===== src/rtl/wishbone_master_sequencer_if.sv =====
// Command, stream and Wishbone master-port signals of the sequencer.
// The master modport is the sequencer's view; slave is the environment's view.
interface wishbone_master_sequencer_if;
    logic        i_cmd_valid;
    logic        o_cmd_ready;
    logic        i_cmd_wr;
    logic [31:0] i_cmd_adr;
    logic [15:0] i_cmd_count;
    logic        i_wr_valid;
    logic        o_wr_ready;
    logic [31:0] i_wr_dat;
    logic        o_rd_valid;
    logic        i_rd_ready;
    logic [31:0] o_rd_dat;
    logic        o_done;
    logic        o_timeout;
    logic        o_int_pending;
    logic        o_m_we;
    logic        o_m_cyc;
    logic        o_m_stb;
    logic [3:0]  o_m_sel;
    logic [31:0] o_m_adr;
    logic [31:0] o_m_dat;
    logic [31:0] i_m_dat;
    logic        i_m_ack;
    logic        i_m_int;

    modport master (
        input  i_cmd_valid, i_cmd_wr, i_cmd_adr, i_cmd_count,
        input  i_wr_valid, i_wr_dat, i_rd_ready,
        input  i_m_dat, i_m_ack, i_m_int,
        output o_cmd_ready, o_wr_ready, o_rd_valid, o_rd_dat,
        output o_done, o_timeout, o_int_pending,
        output o_m_we, o_m_cyc, o_m_stb, o_m_sel, o_m_adr, o_m_dat
    );

    modport slave (
        output i_cmd_valid, i_cmd_wr, i_cmd_adr, i_cmd_count,
        output i_wr_valid, i_wr_dat, i_rd_ready,
        output i_m_dat, i_m_ack, i_m_int,
        input  o_cmd_ready, o_wr_ready, o_rd_valid, o_rd_dat,
        input  o_done, o_timeout, o_int_pending,
        input  o_m_we, o_m_cyc, o_m_stb, o_m_sel, o_m_adr, o_m_dat
    );
endinterface


===== src/rtl/wishbone_master_sequencer.sv =====
// Command-driven Wishbone master: one single-word transfer per command word,
// auto-incrementing address, streamed write/read data and a per-transfer ack timeout.
//
//   state   | meaning
//   S_IDLE  | waiting for a command, cmd_ready high, bus released
//   S_FETCH | write: waiting for the next write word
//   S_REQ   | strobe asserted, waiting for ack or timeout
//   S_RESP  | read: holding the captured word until the consumer takes it
//   S_DONE  | one-cycle completion pulse, bus released
module wishbone_master_sequencer #(
    parameter int TIMEOUT_CYCLES = 256,
    parameter int ADDR_INC       = 1
) (
    input  logic                           clk,
    input  logic                           rst,
    wishbone_master_sequencer_if.master    bus
);

    localparam int            TW       = $clog2(TIMEOUT_CYCLES);
    localparam logic [TW-1:0] TMO_LOAD = TW'(TIMEOUT_CYCLES - 1);
    localparam logic [31:0]   ADR_STEP = 32'(ADDR_INC);

    typedef enum logic [2:0] {
        S_IDLE,
        S_FETCH,
        S_REQ,
        S_RESP,
        S_DONE
    } state_t;

    state_t        state;
    state_t        state_nxt;

    logic          accept;
    logic          take_wr;
    logic          ack_take;
    logic          tmo_fire;
    logic          cyc;

    logic          we_q;
    logic [15:0]   remaining;
    logic [31:0]   adr_q;
    logic [31:0]   dat_q;
    logic [31:0]   rd_dat_q;
    logic [TW-1:0] tmo_cnt;
    logic          timeout_q;
    logic          int_q;

    always_ff @(posedge clk or posedge rst) begin
        if (rst) begin
            state <= S_IDLE;
        end else begin
            state <= state_nxt;
        end
    end

    always_comb begin
        state_nxt = state;
        accept    = 1'b0;
        take_wr   = 1'b0;
        ack_take  = 1'b0;
        tmo_fire  = 1'b0;
        case (state)
            S_IDLE: begin
                if (bus.i_cmd_valid) begin
                    accept = 1'b1;
                    if (bus.i_cmd_count == 16'd0) begin
                        state_nxt = S_DONE;
                    end else if (bus.i_cmd_wr) begin
                        state_nxt = S_FETCH;
                    end else begin
                        state_nxt = S_REQ;
                    end
                end
            end
            S_FETCH: begin
                if (bus.i_wr_valid) begin
                    take_wr   = 1'b1;
                    state_nxt = S_REQ;
                end
            end
            S_REQ: begin
                // An ack arriving on the expiry edge still completes the word.
                if (bus.i_m_ack) begin
                    ack_take = 1'b1;
                    if (!we_q) begin
                        state_nxt = S_RESP;
                    end else if (remaining == 16'd1) begin
                        state_nxt = S_DONE;
                    end else begin
                        state_nxt = S_FETCH;
                    end
                end else if (tmo_cnt == '0) begin
                    tmo_fire  = 1'b1;
                    state_nxt = S_IDLE;
                end
            end
            S_RESP: begin
                if (bus.i_rd_ready) begin
                    state_nxt = (remaining == 16'd0) ? S_DONE : S_REQ;
                end
            end
            S_DONE: begin
                state_nxt = S_IDLE;
            end
            default: begin
                state_nxt = S_IDLE;
            end
        endcase
    end

    always_ff @(posedge clk or posedge rst) begin
        if (rst) begin
            we_q      <= 1'b0;
            remaining <= 16'd0;
            adr_q     <= 32'd0;
            dat_q     <= 32'd0;
            rd_dat_q  <= 32'd0;
            tmo_cnt   <= '0;
            timeout_q <= 1'b0;
            int_q     <= 1'b0;
        end else begin
            timeout_q <= tmo_fire;
            int_q     <= bus.i_m_int;
            if (accept) begin
                we_q      <= bus.i_cmd_wr;
                adr_q     <= bus.i_cmd_adr;
                remaining <= bus.i_cmd_count;
            end
            if (take_wr) begin
                dat_q <= bus.i_wr_dat;
            end
            if (ack_take) begin
                remaining <= remaining - 16'd1;
                adr_q     <= adr_q + ADR_STEP;
                if (!we_q) begin
                    rd_dat_q <= bus.i_m_dat;
                end
            end
            // Reload on every entry into REQ so each word gets a full budget.
            if (state_nxt == S_REQ && state != S_REQ) begin
                tmo_cnt <= TMO_LOAD;
            end else if (state == S_REQ && tmo_cnt != '0) begin
                tmo_cnt <= tmo_cnt - TW'(1);
            end
        end
    end

    assign cyc               = (state == S_FETCH) || (state == S_REQ) || (state == S_RESP);

    assign bus.o_cmd_ready   = (state == S_IDLE);
    assign bus.o_wr_ready    = (state == S_FETCH);
    assign bus.o_rd_valid    = (state == S_RESP);
    assign bus.o_done        = (state == S_DONE);
    assign bus.o_timeout     = timeout_q;
    assign bus.o_int_pending = int_q;
    assign bus.o_m_cyc       = cyc;
    assign bus.o_m_stb       = (state == S_REQ);
    assign bus.o_m_we        = cyc & we_q;
    assign bus.o_m_sel       = cyc ? 4'hF : 4'h0;
    assign bus.o_m_adr       = adr_q;
    assign bus.o_m_dat       = dat_q;
    assign bus.o_rd_dat      = rd_dat_q;

endmodule


===== src/flat_wrapper.sv =====
// flat-port wrapper written by rule: the top's interface ports become plain ports
module wishbone_master_sequencer_flat 
#(
    parameter int TIMEOUT_CYCLES = 256,
    parameter int ADDR_INC       = 1
)
  (clk, rst, bus_i_cmd_valid, bus_i_cmd_wr, bus_i_cmd_adr, bus_i_cmd_count, bus_i_wr_valid, bus_i_wr_dat, bus_i_rd_ready, bus_i_m_dat, bus_i_m_ack, bus_i_m_int, bus_o_cmd_ready, bus_o_wr_ready, bus_o_rd_valid, bus_o_rd_dat, bus_o_done, bus_o_timeout, bus_o_int_pending, bus_o_m_we, bus_o_m_cyc, bus_o_m_stb, bus_o_m_sel, bus_o_m_adr, bus_o_m_dat);
  wishbone_master_sequencer_if bus_i ();
  input  logic clk;
  input  logic rst;
  input wire logic [$bits(bus_i.i_cmd_valid)-1:0] bus_i_cmd_valid;
  input wire logic [$bits(bus_i.i_cmd_wr)-1:0] bus_i_cmd_wr;
  input wire logic [$bits(bus_i.i_cmd_adr)-1:0] bus_i_cmd_adr;
  input wire logic [$bits(bus_i.i_cmd_count)-1:0] bus_i_cmd_count;
  input wire logic [$bits(bus_i.i_wr_valid)-1:0] bus_i_wr_valid;
  input wire logic [$bits(bus_i.i_wr_dat)-1:0] bus_i_wr_dat;
  input wire logic [$bits(bus_i.i_rd_ready)-1:0] bus_i_rd_ready;
  input wire logic [$bits(bus_i.i_m_dat)-1:0] bus_i_m_dat;
  input wire logic [$bits(bus_i.i_m_ack)-1:0] bus_i_m_ack;
  input wire logic [$bits(bus_i.i_m_int)-1:0] bus_i_m_int;
  output wire logic [$bits(bus_i.o_cmd_ready)-1:0] bus_o_cmd_ready;
  output wire logic [$bits(bus_i.o_wr_ready)-1:0] bus_o_wr_ready;
  output wire logic [$bits(bus_i.o_rd_valid)-1:0] bus_o_rd_valid;
  output wire logic [$bits(bus_i.o_rd_dat)-1:0] bus_o_rd_dat;
  output wire logic [$bits(bus_i.o_done)-1:0] bus_o_done;
  output wire logic [$bits(bus_i.o_timeout)-1:0] bus_o_timeout;
  output wire logic [$bits(bus_i.o_int_pending)-1:0] bus_o_int_pending;
  output wire logic [$bits(bus_i.o_m_we)-1:0] bus_o_m_we;
  output wire logic [$bits(bus_i.o_m_cyc)-1:0] bus_o_m_cyc;
  output wire logic [$bits(bus_i.o_m_stb)-1:0] bus_o_m_stb;
  output wire logic [$bits(bus_i.o_m_sel)-1:0] bus_o_m_sel;
  output wire logic [$bits(bus_i.o_m_adr)-1:0] bus_o_m_adr;
  output wire logic [$bits(bus_i.o_m_dat)-1:0] bus_o_m_dat;
  assign bus_i.i_cmd_valid = bus_i_cmd_valid;
  assign bus_i.i_cmd_wr = bus_i_cmd_wr;
  assign bus_i.i_cmd_adr = bus_i_cmd_adr;
  assign bus_i.i_cmd_count = bus_i_cmd_count;
  assign bus_i.i_wr_valid = bus_i_wr_valid;
  assign bus_i.i_wr_dat = bus_i_wr_dat;
  assign bus_i.i_rd_ready = bus_i_rd_ready;
  assign bus_i.i_m_dat = bus_i_m_dat;
  assign bus_i.i_m_ack = bus_i_m_ack;
  assign bus_i.i_m_int = bus_i_m_int;
  assign bus_o_cmd_ready = bus_i.o_cmd_ready;
  assign bus_o_wr_ready = bus_i.o_wr_ready;
  assign bus_o_rd_valid = bus_i.o_rd_valid;
  assign bus_o_rd_dat = bus_i.o_rd_dat;
  assign bus_o_done = bus_i.o_done;
  assign bus_o_timeout = bus_i.o_timeout;
  assign bus_o_int_pending = bus_i.o_int_pending;
  assign bus_o_m_we = bus_i.o_m_we;
  assign bus_o_m_cyc = bus_i.o_m_cyc;
  assign bus_o_m_stb = bus_i.o_m_stb;
  assign bus_o_m_sel = bus_i.o_m_sel;
  assign bus_o_m_adr = bus_i.o_m_adr;
  assign bus_o_m_dat = bus_i.o_m_dat;
  wishbone_master_sequencer #(.TIMEOUT_CYCLES(TIMEOUT_CYCLES), .ADDR_INC(ADDR_INC)) u_core (.clk(clk), .rst(rst), .bus(bus_i));
endmodule

===== config.mk =====
export PLATFORM = sky130hd
export DESIGN_NAME = wishbone_master_sequencer_flat
export DESIGN_NICKNAME = d
export VERILOG_FILES = /design/src/rtl/wishbone_master_sequencer_if.sv /design/src/rtl/wishbone_master_sequencer.sv /design/src/flat_wrapper.sv
export SDC_FILE = /design/constraint.sdc
export NUM_CORES = 1
export LEC_CHECK = 0
export ABC_AREA = 0
export CAP_MARGIN = 30
export CORE_MARGIN = 8
export CORE_UTILIZATION = 49
export CTS_BUF_LIST = sky130_fd_sc_hd__clkbuf_4
export DETAILED_ROUTE_END_ITERATION = 6
export HOLD_SLACK_MARGIN = 0.15
export PLACE_DENSITY = 0.95
export SLEW_MARGIN = 15
export SYNTH_ARGS = -nofsm -noshare
export SYNTH_HDL_FRONTEND = slang
export SYNTH_SLANG_ARGS = --single-unit

===== constraint.sdc =====
create_clock -name clk -period 7.3 [get_ports clk]
set_input_delay 2.19 -clock clk [delete_from_list [all_inputs] [get_ports clk]]
set_output_delay 2.19 -clock clk [all_outputs]
set_load 0.005 [all_outputs]

### Word level (Yosys, flattened, before mapping)

Cells that the tools add are included.

* bits in registers: 126
* latch bits: 0
* memory bits (writable): 0
* memory bits (read-only): 0
* input bits: 120
* output and inout bits: 109
* word-level logic and storage cells: 60
* memories kept: 0

* $add $sub $neg: 3
* multiply operators: 0
* divide/modulo/power cells: 0
* $lt $le $gt $ge: 0
* equal/unequal tests: 7
* shift operators: 0
* mux-type cells: 27
* bitwise operators: 2
* reductions and logical operators: 12

Operators with widths (count)
* $mux W32: 2
* $add A32 B1 Y32 const B: 1
* $logic_not A16 Y1: 2
* $mux W16: 2
* $mux W3: 9
* $eq A16 B1 Y1 const B: 1
* $mux W8: 2
* $sub A16 B1 Y16 const B: 1
* $pmux W3 S4: 1
* $eq A3 B2 Y1 const B: 3
* $mux W1: 9
* $logic_not A8 Y1: 1
* $reduce_bool A8 Y1: 1
* $sub A8 B1 Y8 const B: 1
* $mux W4: 1
* $reduce_bool A2 Y1: 2
* $eq A3 B1 Y1 const B: 1
* $eq A3 B3 Y1 const B: 1
* $logic_not A3 Y1: 1
* $ne A3 B2 Y1 const B: 1
* $logic_and A1 B1 Y1: 2
* $logic_or A1 B1 Y1: 2
* $mux W2: 1
* $reduce_and A2 Y1: 1
* 2 further kinds: 2

### Logic depth before layout (Yosys ltp)

* depth in word-level cells: 8
* depth in mapped cells: 8
* mapped depth without buffers: 7

### Least setup slack after synthesis

No wires, ideal clock.

* path type: input port to flip-flop
* start: input bus_i_m_ack
* end: register u_core.adr_q[31], in the netlist u_core.bus.o_m_adr[31]
* library setup time: 70 ps
* data arrival time: 3840 ps
* path slack: 3390 ps
* cell stages on the path: 7
* buffers on the path: 2
* cell sequence: nand4bb_4 > or3_1 > clkbuf_2 > or3_1 > buf_2 > or4_1 > nand3_1

* longest elaborated chain between the ends: 3
* elaborated cells on any way between the ends: 4
* classes of those cells: mux (3); reduce/logical (1)

RTL lines
* start: declaration: RTL line flat_wrapper.sv:19 `input wire logic [$bits(bus_i.i_m_ack)-1:0] bus_i_m_ack;`
* $mux W1 *: RTL line wishbone_master_sequencer.sv:84 `if (bus.i_m_ack) begin`
* $mux W1 *: RTL line wishbone_master_sequencer.sv:63 `case (state)`
* $mux W32 or $reduce_bool A2 Y1 (tied branches)
* end signal: assignment: RTL line wishbone_master_sequencer.sv:127 `adr_q <= bus.i_cmd_adr;`
* end signal: assignment: RTL line wishbone_master_sequencer.sv:135 `adr_q <= adr_q + ADR_STEP;`
* end: declaration: RTL line wishbone_master_sequencer.sv:42 `logic [31:0] adr_q;`

Mark *: on every way between the ends. The rest lies on a longest branch, timed or not.
A chain may end at the register's enable or synchronous reset.

### Worst setup path in the final report

* start: register u_core.state[1]
* end: output bus_o_m_we

* longest elaborated chain between the ends: 4
* elaborated cells on any way between the ends: 6
* classes of those cells: eq/ne (3); bitwise (1); reduce/logical (2)

RTL lines
* start: declaration: RTL line wishbone_master_sequencer.sv:31 `state_t state;`
* start signal: assignment: RTL line wishbone_master_sequencer.sv:53 `state <= state_nxt;`
* $eq A3 B1 Y1 or $eq A3 B2 Y1 (tied branches): RTL line wishbone_master_sequencer.sv:149 `assign cyc = (state == S_FETCH) || (state == S_REQ) || (state == S_RESP);`
* $logic_or A1 B1 Y1: RTL line wishbone_master_sequencer.sv:149
* $logic_or A1 B1 Y1 *: RTL line wishbone_master_sequencer.sv:149
* $and A1 B1 Y1 *: RTL line wishbone_master_sequencer.sv:159 `assign bus.o_m_we = cyc & we_q;`
* end: declaration: RTL line flat_wrapper.sv:28 `output wire logic [$bits(bus_i.o_m_we)-1:0] bus_o_m_we;`

Marks and branches as above.

==> results by group <==
Detailed routing
  – Final ANT Viol Nets: 0
  – DR vias: 5458
  – Routed wire length: 19.2 mm
  – Post-DR vias/cell: 5.91
  – Drt pass-1 iters: 5
  – DR iter-0 viols: 455
  – Routed wire per std cell: 20.8 µm
  – DRC errors left: 0

Floorplan
  – Std-Cell Rows: 40
  – Die H: 126 µm
  – Die area: 15900 µm²
  – Initial Utilization: 49.8%
  – Core area: 12000 µm²
  – Die span in x: 126 µm
  – # IOs: 229

Yosys
  – Syn nets: 665
  – Area leader, netlist: dfrtp_1
  – Yosys warns: 0
  – Top FF cell, synth: dfrtp_1
  – Synthesized cell area: 5950 µm²
  – Post-synthesis register bit count: 126
  – Sequential fraction of the synthesis area: 53.0%
  – Ys async rst share: 100%
  – Yosys top cell area share: 53.0%
  – Synthesized area per cell: 11.0 µm²
  – EDFF count, synth: 0
  – Synth unique cells: 61
  – Dominant cells by area after synthesis: dfrtp_1 53%, mux2_2 12%, nand2_1 3.8%
  – Synth Instances: 540

Place
  – Placed Cells: 889
  – GP Congestion: 0.908
  – Hpwl dp: 14.7 mm
  – PortBufs: 228

Cells and area
  – Layout cells sized above 1: 15.7%
  – # nets final: 887
  – Commonest non-fill, non-tap cell in the layout: clkdlybuf4s50_1
  – Commonest cells after routing, fill and taps aside: 228 x clkdlybuf4s50_1, 126 x dfrtp_1, 64 x mux2_2, 60 x nand2_1, 32 x nor2_1
  – Fillers: 836
  – Reg area: 3150 µm²
  – Non-Filler Instances: 923
  – Area taken by multi-input logic gates: 2620 µm²
  – Area growth from synthesis to layout: 45.4%

Worst hold path
  – Worst hold path startpoint: u_core.remaining[13]$_DFFE_PP0P_
  – Hold path depth: 1
  – HP Class: reg -> reg
  – Hold endpoint: u_core.remaining[13]$_DFFE_PP0P_

Setup path
  – Critical path's largest stage delay: 0.57 ns
  – Worst-path cell chain: nor2_1 -> nor2_1 -> and2_1 -> clkdlybuf4s50_1
  – CP Data Required Time: 5.11 ns
  – Arrival @ worst endpoint: 2.28 ns
  – R2R cell count: 5
  – Buffers & Inverters on Critical Path: 1
  – Startpoint types: flip-flop
  – Critical path launch point: u_core.state[1]$_DFF_PP0_
  – CP Class: reg -> out
  – R2r endpoint: u_core.bus.o_m_adr[31]$_DFFE_PP0P_
  – Worst flop-to-flop path startpoint: u_core.state[2]$_DFF_PP0_
  – Critical path fanouts, max: 11
  – Cell mode on critical path: nor2_1
  – Critical Path Slowest Stage Cell: dfrtp_1
  – Reg-to-reg slack, setup: 4.64 ns
  – Critical path endpoint category: primary output
  – Family with the most delay on the worst path: simple AND/OR/NAND/NOR gates

Timing
  – Slew Viols, Final: 0
  – Setup TNS: 0 ns
  – Endpoints failing setup: 0
  – Unrepaired setup endpoints after global routing: no
  – Clk_skew: 0.0171 ns
  – Fin crit share: 61.2%
  – Final Hold Fails: 0
  – Worst slew margin: 36.1%
  – FMAX: 0.224 GHz
  – Period minus WS final: 4.47 ns
  – Slew @ Worst Pin: 0.951 ns

Clock network
  – Clk root buf: clkbuf_4
  – CTS Hold Bufs: 0
  – Clk Latency, worst-skew pair: 0.55 ns
  – CTS tree: done
  – TritonCTS Buffers: 17
  – Clock Pin Slew Worst Setup and Hold Paths: 0.12 ns
  – Postcts setup bufs: 0
  – CTS max path bufs: 2
  – Number of H-tree levels: 4
  – CTS Sinks: 126
  – PostCTS Resize Cnt: 0

Global route
  – Global-route wire length before repair: 30.4 mm
  – Total gr overflow: 0
  – Total GRT Usage: 24.1%
  – Vias in the first global route: 5734
  – Initial antenna violation count: 1
  – Largest net degree at the start of global routing: 77

Run status
  – Outcome: finished clean

Power
  – Leakage: 3.39 nW
  – Max VDD drop: 0.255 mV
  – Power per cell area: 384 nW/µm²

Run
  – Max-cap violations: 0
-- metrics by stage --
step / worst slack, ns / util (%) / hold slack (ns) / cell area [µm²] / power, mW
2_1_floorplan: 1.75 / - / 0.449 / 5950 / 1.95
3_3_place_gp: 2.58 / 69.7 / 0.475 / 8330 / 2.75
3_5_place_dp: 2.53 / 69.7 / 0.480 / 8330 / 2.85
4_1_cts: 2.77 / 72.1 / 0.503 / 8620 / 3.35
5_1_grt: 2.66 / 72.3 / 0.529 / 8650 / 3.53
6_report: 2.83 / 72.3 / 0.503 / 8650 / 3.32
-- worst register-to-register path: stages, from the launching register on --
cell and delay, ns:
dfrtp_1 0.52, nand4bb_4 0.42, or3_1 0.53, or3_1 0.52, or4_1 0.52, nand3_1 0.10
-- synth_stat cells (all sizes together), types with 2 or more instances --
master	number
a211oi	4
a21o	3
a21oi	9
a22oi	2
a311oi	5
a31o	3
a31oi	3
a32oi	2
and2	8
and3	5
and4	2
buf	9
clkbuf	23
dfrtp	126
ha	5
inv	13
mux2	64
mux2i	3
nand2	60
nand3	25
nand4	12
nor2	33
nor3	15
nor4	13
o211ai	17
o21a	3
o21ai	4
o21ba	2
o221a	2
o22ai	10
o311ai	16
o31ai	2
or2	2
or3	6
or4	6
xnor2	3
xor2	4
-- layout make-up --
type / instances / area share, %
clock inverter: 15 / 1.87
clock buffer: 17 / 1.47
tap: 147 / 2.13
inverter: 13 / 0.593
sequential: 126 / 36.4
antenna: 1 / 0.0289
timing repair buffer: 235 / 27.2
multi-input combinational: 369 / 30.3
-- kinds of logic after synthesis --
group           count (synthesis)  synth area share (%)
compound gates                 95                  12.3
xor+xnor                        7                  1.03
fa+ha+maj                       5                  1.05
buf+inv                        45                  3.28
flops                         126                  53.0
mux                            67                  12.6
simple gates                  195                  16.8
-- how the worst max path moves through the flow --
| stage | to | slack (ns) | cells past startpoint |
|---|---|---|---|
| 3_5_place_dp | u_core.bus.o_m_adr[31]$_DFFE_PP0P_ | 2.53 | 6 |
| 2_1_floorplan | u_core.bus.o_int_pending$_DFF_PP0_ | 1.75 | 1 |
| 3_3_place_gp | u_core.bus.o_m_adr[31]$_DFFE_PP0P_ | 2.58 | 6 |
| 6_report | bus_o_m_we | 2.83 | 4 |
| 4_1_cts | bus_o_m_we | 2.77 | 4 |
| 5_1_grt | bus_o_m_we | 2.66 | 4 |
-- metal layers --
metal | vias to the layer above | track usage, % | share of wire (%)
met2 | 274 | 41.0 | 52
met1 | 2682 | 26.1 | 36
met3 | 36 | 10.4 | 10
met5 | - | 0 | 0
met4 | 0 | 9.27 | 2.5
li1 | 2466 | - | -
-- sequential cells by signal (all words and copies together) (netlist names) --
name and cells:
u_core.bus.o_m_dat 32, u_core.we_q 1, u_core.remaining 16, u_core.tmo_cnt 8, u_core.bus.o_int_pending 1, u_core.bus.o_m_adr 32
u_core.bus.o_rd_dat 32, u_core.state 3, u_core.bus.o_timeout 1
-- power breakdown --
group          internal [mW]  switching [mW]
combinational          0.915           0.606
sequential              1.02           0.295
clock                  0.206           0.283
total                   2.14            1.18
Note: power is estimated with default switching activity, not from simulation.
